===== config.mk =====
export PLATFORM = sky130hd
export DESIGN_NAME = pwm_spi_loader_flat
export DESIGN_NICKNAME = d
export VERILOG_FILES = /design/src/rtl/pwm_spi_loader_if.sv /design/src/rtl/pwm_spi_loader.sv /design/src/flat_wrapper.sv
export SDC_FILE = /design/constraint.sdc
export NUM_CORES = 1
export LEC_CHECK = 0
export CORE_AREA = 2 2 103 65
export CTS_BUF_LIST = sky130_fd_sc_hd__clkbuf_2 sky130_fd_sc_hd__clkbuf_4 sky130_fd_sc_hd__clkbuf_8
export CTS_CLUSTER_DIAMETER = 200
export CTS_CLUSTER_SIZE = 8
export DETAILED_ROUTE_END_ITERATION = 10
export DIE_AREA = 0 0 105 67
export MAX_ROUTING_LAYER = met4
export SLEW_MARGIN = 20
export SYNTH_ARGS = -nofsm -noshare
export SYNTH_HDL_FRONTEND = slang
export SYNTH_SLANG_ARGS = --single-unit

===== constraint.sdc =====
create_clock -name clk -period 2.6 [get_ports clk]
set_input_delay 0.26 -clock clk [delete_from_list [all_inputs] [get_ports clk]]
set_output_delay 0.26 -clock clk [all_outputs]
set_load 0.01 [all_outputs]

===== src/rtl/pwm_spi_loader_if.sv =====
// SPI pins in from the controller plus the 12-bit write port out to the PWM generator.
// master = loader side, slave = controller/generator side.
interface pwm_spi_loader_if #(
   parameter int DATA_W = 12
);
   logic              spi_sck;
   logic              spi_cs_n;
   logic              spi_mosi;
   logic [DATA_W-1:0] pwm_in;
   logic              pwm_sel;
   logic              pwm_wr_en;

   modport master (
      input  spi_sck, spi_cs_n, spi_mosi,
      output pwm_in, pwm_sel, pwm_wr_en
   );

   modport slave (
      output spi_sck, spi_cs_n, spi_mosi,
      input  pwm_in, pwm_sel, pwm_wr_en
   );
endinterface


===== src/rtl/pwm_spi_loader.sv =====
// SPI-slave front-end that decodes 16-bit frames into PWM period/duty writes.
// Strobe one cycle after cs_rise is seen; no backpressure, the generator must accept every write.
module pwm_spi_loader #(
   parameter int FRAME_BITS  = 16,
   parameter int DATA_W      = 12,
   parameter int DUTY_MAX    = 100,
   parameter int SYNC_STAGES = 2
) (
   input  logic             clk,
   input  logic             rst_n,
   pwm_spi_loader_if.master bus,
   input  logic             err_clr,
   output logic             busy,
   output logic             frame_err,
   output logic             clamp_flag
);
   localparam int                CNT_W    = $clog2(FRAME_BITS + 2);
   localparam logic [CNT_W-1:0]  CNT_FULL = CNT_W'(FRAME_BITS);
   localparam logic [CNT_W-1:0]  CNT_SAT  = CNT_W'(FRAME_BITS + 1);
   localparam logic [DATA_W-1:0] DUTY_LIM = DATA_W'(DUTY_MAX);

   typedef enum logic [1:0] {IDLE, SHIFT, COMMIT} state_t;

   state_t                 state;
   logic [SYNC_STAGES-1:0] sck_sync;
   logic [SYNC_STAGES-1:0] cs_sync;
   logic [SYNC_STAGES-1:0] mosi_sync;
   logic [SYNC_STAGES-1:0] flush;
   logic                   sck_q;
   logic                   cs_q;
   logic                   cs_armed;
   logic                   sck_s;
   logic                   cs_s;
   logic                   mosi_s;
   logic                   sck_rise;
   logic                   cs_fall;
   logic                   cs_rise;
   logic [FRAME_BITS-1:0]  shift;
   logic [FRAME_BITS-1:0]  shift_nx;
   logic [CNT_W-1:0]       bit_cnt;
   logic [CNT_W-1:0]       cnt_nx;
   logic [DATA_W-1:0]      data_nx;
   logic                   sel_nx;
   logic                   clamp_nx;

   // cs_armed requires a genuinely high cs_n after reset, so a frame already in flight is ignored.
   always_ff @(posedge clk) begin
      if (rst_n) begin
         sck_sync  <= '0;
         cs_sync   <= '1;
         mosi_sync <= '0;
         flush     <= '0;
         sck_q     <= 1'b0;
         cs_q      <= 1'b1;
         cs_armed  <= 1'b0;
      end else begin
         sck_sync  <= {sck_sync[SYNC_STAGES-2:0], bus.spi_sck};
         cs_sync   <= {cs_sync[SYNC_STAGES-2:0], bus.spi_cs_n};
         mosi_sync <= {mosi_sync[SYNC_STAGES-2:0], bus.spi_mosi};
         flush     <= {flush[SYNC_STAGES-2:0], 1'b1};
         sck_q     <= sck_s;
         cs_q      <= cs_s;
         if (flush[SYNC_STAGES-1] && cs_s) begin
            cs_armed <= 1'b1;
         end
      end
   end

   assign sck_s    = sck_sync[SYNC_STAGES-1];
   assign cs_s     = cs_sync[SYNC_STAGES-1];
   assign mosi_s   = mosi_sync[SYNC_STAGES-1];
   assign sck_rise = sck_s & ~sck_q;
   assign cs_fall  = ~cs_s & cs_q & cs_armed;
   assign cs_rise  = cs_s & ~cs_q;

   // Next shift/count include a coincident sck edge so the cs_rise check sees the final bit.
   always_comb begin
      shift_nx = shift;
      cnt_nx   = bit_cnt;
      if (sck_rise) begin
         shift_nx = {shift[FRAME_BITS-2:0], mosi_s};
         if (bit_cnt != CNT_SAT) begin
            cnt_nx = bit_cnt + CNT_W'(1);
         end
      end
      sel_nx   = shift_nx[FRAME_BITS-1];
      clamp_nx = !sel_nx && (shift_nx[DATA_W-1:0] > DUTY_LIM);
      data_nx  = clamp_nx ? DUTY_LIM : shift_nx[DATA_W-1:0];
   end

   always_ff @(posedge clk) begin
      if (rst_n) begin
         state         <= IDLE;
         shift         <= '0;
         bit_cnt       <= '0;
         bus.pwm_in    <= '0;
         bus.pwm_sel   <= 1'b0;
         bus.pwm_wr_en <= 1'b0;
         busy          <= 1'b0;
         frame_err     <= 1'b0;
         clamp_flag    <= 1'b0;
      end else begin
         bus.pwm_wr_en <= 1'b0;
         if (err_clr) begin
            frame_err  <= 1'b0;
            clamp_flag <= 1'b0;
         end
         case (state)
            IDLE: begin
               if (cs_fall) begin
                  state   <= SHIFT;
                  busy    <= 1'b1;
                  shift   <= '0;
                  bit_cnt <= '0;
               end
            end
            SHIFT: begin
               shift   <= shift_nx;
               bit_cnt <= cnt_nx;
               if (cs_rise) begin
                  if (cnt_nx == CNT_FULL) begin
                     // Outputs load on entry so the strobe lines up with the COMMIT cycle.
                     state         <= COMMIT;
                     bus.pwm_wr_en <= 1'b1;
                     bus.pwm_sel   <= sel_nx;
                     bus.pwm_in    <= data_nx;
                     if (clamp_nx) begin
                        clamp_flag <= 1'b1;
                     end
                  end else begin
                     state     <= IDLE;
                     busy      <= 1'b0;
                     frame_err <= 1'b1;
                  end
               end
            end
            COMMIT: begin
               if (cs_fall) begin
                  state   <= SHIFT;
                  shift   <= '0;
                  bit_cnt <= '0;
               end else begin
                  state <= IDLE;
                  busy  <= 1'b0;
               end
            end
            default: begin
               state <= IDLE;
               busy  <= 1'b0;
            end
         endcase
      end
   end
endmodule


===== src/flat_wrapper.sv =====
// flat-port wrapper written by rule: the top's interface ports become plain ports
module pwm_spi_loader_flat 
#(
   parameter int FRAME_BITS  = 16,
   parameter int DATA_W      = 12,
   parameter int DUTY_MAX    = 100,
   parameter int SYNC_STAGES = 2
)
  (clk, rst_n, err_clr, busy, frame_err, clamp_flag, bus_spi_sck, bus_spi_cs_n, bus_spi_mosi, bus_pwm_in, bus_pwm_sel, bus_pwm_wr_en);
  pwm_spi_loader_if #(.DATA_W(DATA_W)) bus_i ();
  input  logic clk;
  input  logic rst_n;
  input  logic err_clr;
  output logic busy;
  output logic frame_err;
  output logic clamp_flag;
  input wire logic [$bits(bus_i.spi_sck)-1:0] bus_spi_sck;
  input wire logic [$bits(bus_i.spi_cs_n)-1:0] bus_spi_cs_n;
  input wire logic [$bits(bus_i.spi_mosi)-1:0] bus_spi_mosi;
  output wire logic [$bits(bus_i.pwm_in)-1:0] bus_pwm_in;
  output wire logic [$bits(bus_i.pwm_sel)-1:0] bus_pwm_sel;
  output wire logic [$bits(bus_i.pwm_wr_en)-1:0] bus_pwm_wr_en;
  assign bus_i.spi_sck = bus_spi_sck;
  assign bus_i.spi_cs_n = bus_spi_cs_n;
  assign bus_i.spi_mosi = bus_spi_mosi;
  assign bus_pwm_in = bus_i.pwm_in;
  assign bus_pwm_sel = bus_i.pwm_sel;
  assign bus_pwm_wr_en = bus_i.pwm_wr_en;
  pwm_spi_loader #(.FRAME_BITS(FRAME_BITS), .DATA_W(DATA_W), .DUTY_MAX(DUTY_MAX), .SYNC_STAGES(SYNC_STAGES)) u_core (.clk(clk), .rst_n(rst_n), .bus(bus_i), .err_clr(err_clr), .busy(busy), .frame_err(frame_err), .clamp_flag(clamp_flag));
endmodule

======== Yosys cells after proc, flatten, opt, wreduce, memory -nomap -nowiden ========
Cells that the tools add are included.
storage, ports and cells
  register bits ........................... 51
  input bits .............................. 6
  output and inout port bits .............. 17
  logic and storage cells ................. 80
operators by class
  $add $sub $neg .......................... 1
  magnitude comparators ................... 1
  eq/ne operators ......................... 10
  multiplexer cells ....................... 29
  bitwise gates (word level) .............. 9
  reductions and logical operators ........ 12
operator list
  operator             number
  $mux 16              2
  $pmux 16 s2          1
  $mux 1               16
  $mux 5               3
  $gt 12x7->1 const B  1
  $mux 12              1
  $pmux 5 s2           1
  $ne 2x1->1 const B   4
  $mux 2               3
  $pmux 2 s3           1
  $reduce_and 3->1     2
  $add 5x1->5 const B  1
  $eq 5x5->1 const B   1
  $ne 5x5->1 const B   1
  $not 1->1            5
  $and 1x1->1          4
  $ne 2x2->1 const B   2
  $reduce_and 2->1     2
  $reduce_and 4->1     1
  $pmux 1 s3           1
  $reduce_or 3->1      1
  $eq 2x1->1 const B   1
  $eq 2x2->1 const B   1
  $logic_and 1x1->1    2
  4 further kinds      4

======== Logic depth before layout (Yosys ltp) ========
  depth after elaboration ................. 9
  mapped depth ............................ 8
  gate-level depth less buffers ........... 7

======== Least setup slack after synthesis ========
OpenSTA, ideal clock, no wires.
  kind .................................... flip-flop to flip-flop
  start point ............................. register u_core.bit_cnt[0]
  end point ............................... register u_core.bus.pwm_in[2]
  setup time .............................. 0.116 ns
  arrival ................................. 1.779 ns
  data required time ...................... 2.484 ns
  setup slack ............................. 0.705 ns
  stages on the path, launching flop included .. 8
  path buffers ............................ 1
  cells stage by stage .................... dfxtp_1 > ha_1 > nand3b_4 > a2111oi_4 > o32a_1 > buf_4 > o2111ai_1 > a2bb2oi_2
on the way
  cells in the longest elaborated chain, start to end .. 5
ends and longest elaborated chain
  what                                       RTL line                                    text
  from (decl)                                pwm_spi_loader.sv:40                        logic [CNT_W-1:0] bit_cnt;
  from (signal assigned)                     pwm_spi_loader.sv:119                       bit_cnt <= cnt_nx;
  $add 5x1->5 or $ne 5x5->1 (tied branches)  pwm_spi_loader.sv:83, pwm_spi_loader.sv:82
  $mux 5                                     pwm_spi_loader.sv:82                        if (bit_cnt != CNT_SAT) begin
  $mux 5 *                                   pwm_spi_loader.sv:80                        if (sck_rise) begin
  $eq 5x5->1 *                               pwm_spi_loader.sv:121                       if (cnt_nx == CNT_FULL) begin
  $reduce_and 3->1 (no line) *               --
  to (signal assigned)                       pwm_spi_loader.sv:126                       bus.pwm_in <= data_nx;
  to (decl)                                  pwm_spi_loader_if.sv:15                     output pwm_in, pwm_sel, pwm_wr_en
Mark *: on every way between the ends. The rest lies on a longest branch, timed or not.
A chain may end at the register's enable or synchronous reset.

======== Worst setup path after layout ========
  start point ............................. register u_core.sck_q
  end point ............................... register u_core.bus.pwm_in[2]
on the way
  cells in the longest elaborated chain, start to end .. 6
ends and longest elaborated chain
  what                                            RTL line              text
  from (decl)                                     pwm_spi_loader.sv:29  logic sck_q;
  from (signal assigned)                          pwm_spi_loader.sv:61  sck_q <= sck_s;
  $not 1->1 *                                     pwm_spi_loader.sv:72  assign sck_rise = sck_s & ~sck_q;
  $and 1x1->1 *                                   pwm_spi_loader.sv:72
  $mux 16                                         pwm_spi_loader.sv:80
  $gt 12x7->1 or $logic_not 1->1 (tied branches)  pwm_spi_loader.sv:87  clamp_nx = !sel_nx && (shift_nx[DATA_W-1:0] > DUTY_LIM);
  $logic_and 1x1->1                               pwm_spi_loader.sv:87
  $mux 12                                         pwm_spi_loader.sv:88  data_nx = clamp_nx ? DUTY_LIM : shift_nx[DATA_W-1:0];
Mark *: on every way between the ends. The rest lies on a longest branch, timed or not. The select of a mux whose other input is x is not followed.

==> results.txt <==
CTS root buffer - clkbuf_8
Ys async rst share - 0%
Flop2flop setup slack - 340 ps
Finished Cell Area - 0.00276 sq mm
Sequential power share - 58.1%
Clk pwr share - 37.2%
Vias - 1966
Postcts setup bufs - 0
Synth top area share - 43.3%
Reg-to-reg endpoint - u_core.bus.pwm_in[2]
TritonCTS clock tree - built
Top Ports - 23
Worst Setup End Kind - register
Slew Viols, Final - 0
Vias in the first global route - 1738
Post-Syn Area per Cell - 8.76 sq um
Critical path class - register to register
Logic pwr share - 4.6%
CP Buf/Inv Count - 0
Worst R2R Path Depth - 5
Largest net degree at the start of global routing - 24
Hold Crit Start - u_core.cs_sync[0]
Post-synth EDFFs - 0
P&R area growth vs syn - 17.0%
Synthesized instance count - 269
Vias per std cell - 5.27
Worst slack, placed - 401 ps
Routed length per instance - 14.8 um
Peak fanout along the critical path - 23
Critical Path Slowest Stage Cell - and2b_1
Layout cells sized above 1 - 10.7%
Worst min path class - register to register
Synth top cells by count - 51 x dfxtp_1, 31 x nor2_1, 29 x nand2_1, 23 x a21oi_1, 15 x a22oi_1
Total GRT Usage - 17.4%
Worst skew pair latency - 310 ps
Initial drt markers - 142
Pwr/cell area - 497 mW/mm^2
Num CTS Buffers - 5
Max-slew headroom - 49.6%
Post-route ant nets - 0
Diode count - 0
Fill count - 618
GRT overflow - 0
FF+latch count, synth - 51
Worst-Margin Slew - 756 ps
Switching Power - 311 uW
LEAKAGE - 0.977 nW
Top FF cell, synth - dfxtp_1
Min cycle time layout - 2260 ps
Arrival time at the worst endpoint - 2470 ps
Clock transition at path regs - 90 ps
H-tree depth - 2
Worst clock skew - 6.10 ps
RePlAce Congestion - 0.825
Final setup TNS - 0 ps
Die W - 105 um
Hold Fails Final Rpt - 0
Hold depth - 1
Max Freq - 443 MHz
Reg2Reg Launch Point - u_core.sck_q
Global-route wire length before repair - 9.25 mm
CP required - 2810 ps
Die ar. - 0.00704 sq mm
Count leader, synth - dfxtp_1
# Max-Cap Violations - 0
Cell variety after synth - 55
Final Core Density - 45.9%
Placed instance area - 0.00265 sq mm
Mapped Area - 0.00236 sq mm
Final setup viols - 0
Status - complete, no violations
Final Cycle Share - 86.8%
Routed Wire Length - 5.53 mm
# clock sinks - 51
Antenna violations before repair - 0
PnR worst setup slack - 344 ps
Port Buffer Count - 22
Startpoint types - register
Syn_nets - 277
Maximum vdd drop - 316 uV
Register area share after synthesis - 43.3%
Switch share - 22.7%
Die Y - 67 um
Synth top area cells - dfxtp_1 43%, nor2_1 4.9%, a21oi_1 4.9%, a22oi_1 4.8%, mux2i_1 4.7%
Max stage delay on crit path - 680 ps
Cell row count - 22
Crit-path cells - and2b_1 > a211oi_1 > nor2_1 > o2111ai_1 > a2bb2oi_2
Multi-input gate area - 0.00123 sq mm
Core box area - 0.00600 sq mm
Post-DP HPWL - 3.99 mm
Critical path's top delay family - simple AND/OR/NAND/NOR gates
Hold Crit Endpoint - u_core.cs_sync[1]
Yosys warns - 0
Hold_buf cts - 0
Final Net Count - 296
Unrepaired setup endpoints after global routing - no
Post-CTS resize count - 0
Levels on crit path - 5
Synth area leader - dfxtp_1
DRT Pass-1 Iters - 4
Clock Path Buffers - 2
Starting Density - 39.3%
Internal power - 1.06 mW
Sequential Area - 0.00102 sq mm
DRC violations left - 0
-- worst register-to-register path: stages (launching register included) --
cell and delay (ps):
dfxtp_1 310, and2b_1 680, a211oi_1 250, nor2_1 490
o2111ai_1 230, a2bb2oi_2 200
-- per-layer routing --
metal	vias up	global-route usage, %	part of all wire (%)	routed length [um]
met5	-	-	0	0
met4	0	4.50	0.65	36
met3	6	3.72	4.3	235
met2	38	20.7	36	1990
met1	922	27.9	59	3270
li1	1000	-	-	-
-- cell families after synthesis --
family	Yosys count	share of synthesized area, %
AND/OR/NAND/NOR	110	24.3
AO/OA/AOI/OAI	70	21.5
flip-flops	51	43.3
buffers and inverters	23	4.41
multiplexers	11	4.67
adder cells (fa/ha/maj)	3	1.49
XOR/XNOR	1	0.372
-- metrics by stage --
stage / hold slack, ps / instances / total power [mW]
floorplan: 364 / 269 / 0.855
global placement: 398 / 365 / 0.878
detailed placement: 403 / 365 / 0.879
CTS: 419 / 373 / 1.39
global route: 440 / 373 / 1.43
finish: 417 / 373 / 1.37
-- power by group through the flow --
stage	Sequential (mW)	Clock (mW)	Combinational, mW
6_report	0.797	0.510	0.0632
5_1_grt	0.799	0.556	0.0711
4_1_cts	0.797	0.526	0.0636
3_5_place_dp	0.815	0	0.0634
3_3_place_gp	0.815	0	0.0632
2_1_floorplan	0.814	0	0.0412
-- sequential cells by signal, indices dropped and copies added (netlist names), 2 cells and up --
register           count
u_core.state           2
u_core.bit_cnt         5
u_core.cs_sync         2
u_core.mosi_sync       2
u_core.sck_sync        2
u_core.shift          16
u_core.flush           2
u_core.bus.pwm_in     12
-- cells in the final DEF (no fill, tap or decap), drive strengths merged, types with 2 or more instances in the layout --
cell	n
mux2i	11
o21a	2
and3	2
and2	4
o21ai	9
buf	7
a211oi	3
or2	4
inv	5
clkbuf	7
a22oi	15
dfxtp	51
nor2b	9
ha	2
clkdlybuf4s50	22
nand2	29
nor3	6
nor2	32
nand3b	3
a21oi	23
nor4	3
a31oi	2
nand4	5
or3	4
o2111ai	4
o211ai	2
nand3	6
nand2b	2
-- cell type report --
| class | count | share of cell area [%] |
|---|---|---|
| multi-input cells | 195 | 44.7 |
| flip-flops and latches | 51 | 37.0 |
| repair buffers | 29 | 9.90 |
| well taps | 84 | 3.81 |
| clock buffers | 7 | 3.50 |
| inverters | 6 | 0.817 |
| clock inverters | 1 | 0.272 |
-- worst max-delay path by stage --
| stage | endpoint | slack, ps | from |
|---|---|---|---|
| after global placement | u_core.bus.pwm_in[2] | 480 | u_core.sck_q |
| after detailed placement | u_core.bus.pwm_in[2] | 400 | u_core.sck_q |
| after global routing | u_core.bus.pwm_in[2] | 100 | u_core.sck_q |
| after CTS | u_core.bus.pwm_in[2] | 390 | u_core.sck_q |
| final | u_core.bus.pwm_in[2] | 340 | u_core.sck_q |
| after floorplan | u_core.bus.pwm_in[2] | 710 | u_core.bit_cnt[0] |
Power figures use the tool's default switching activity.
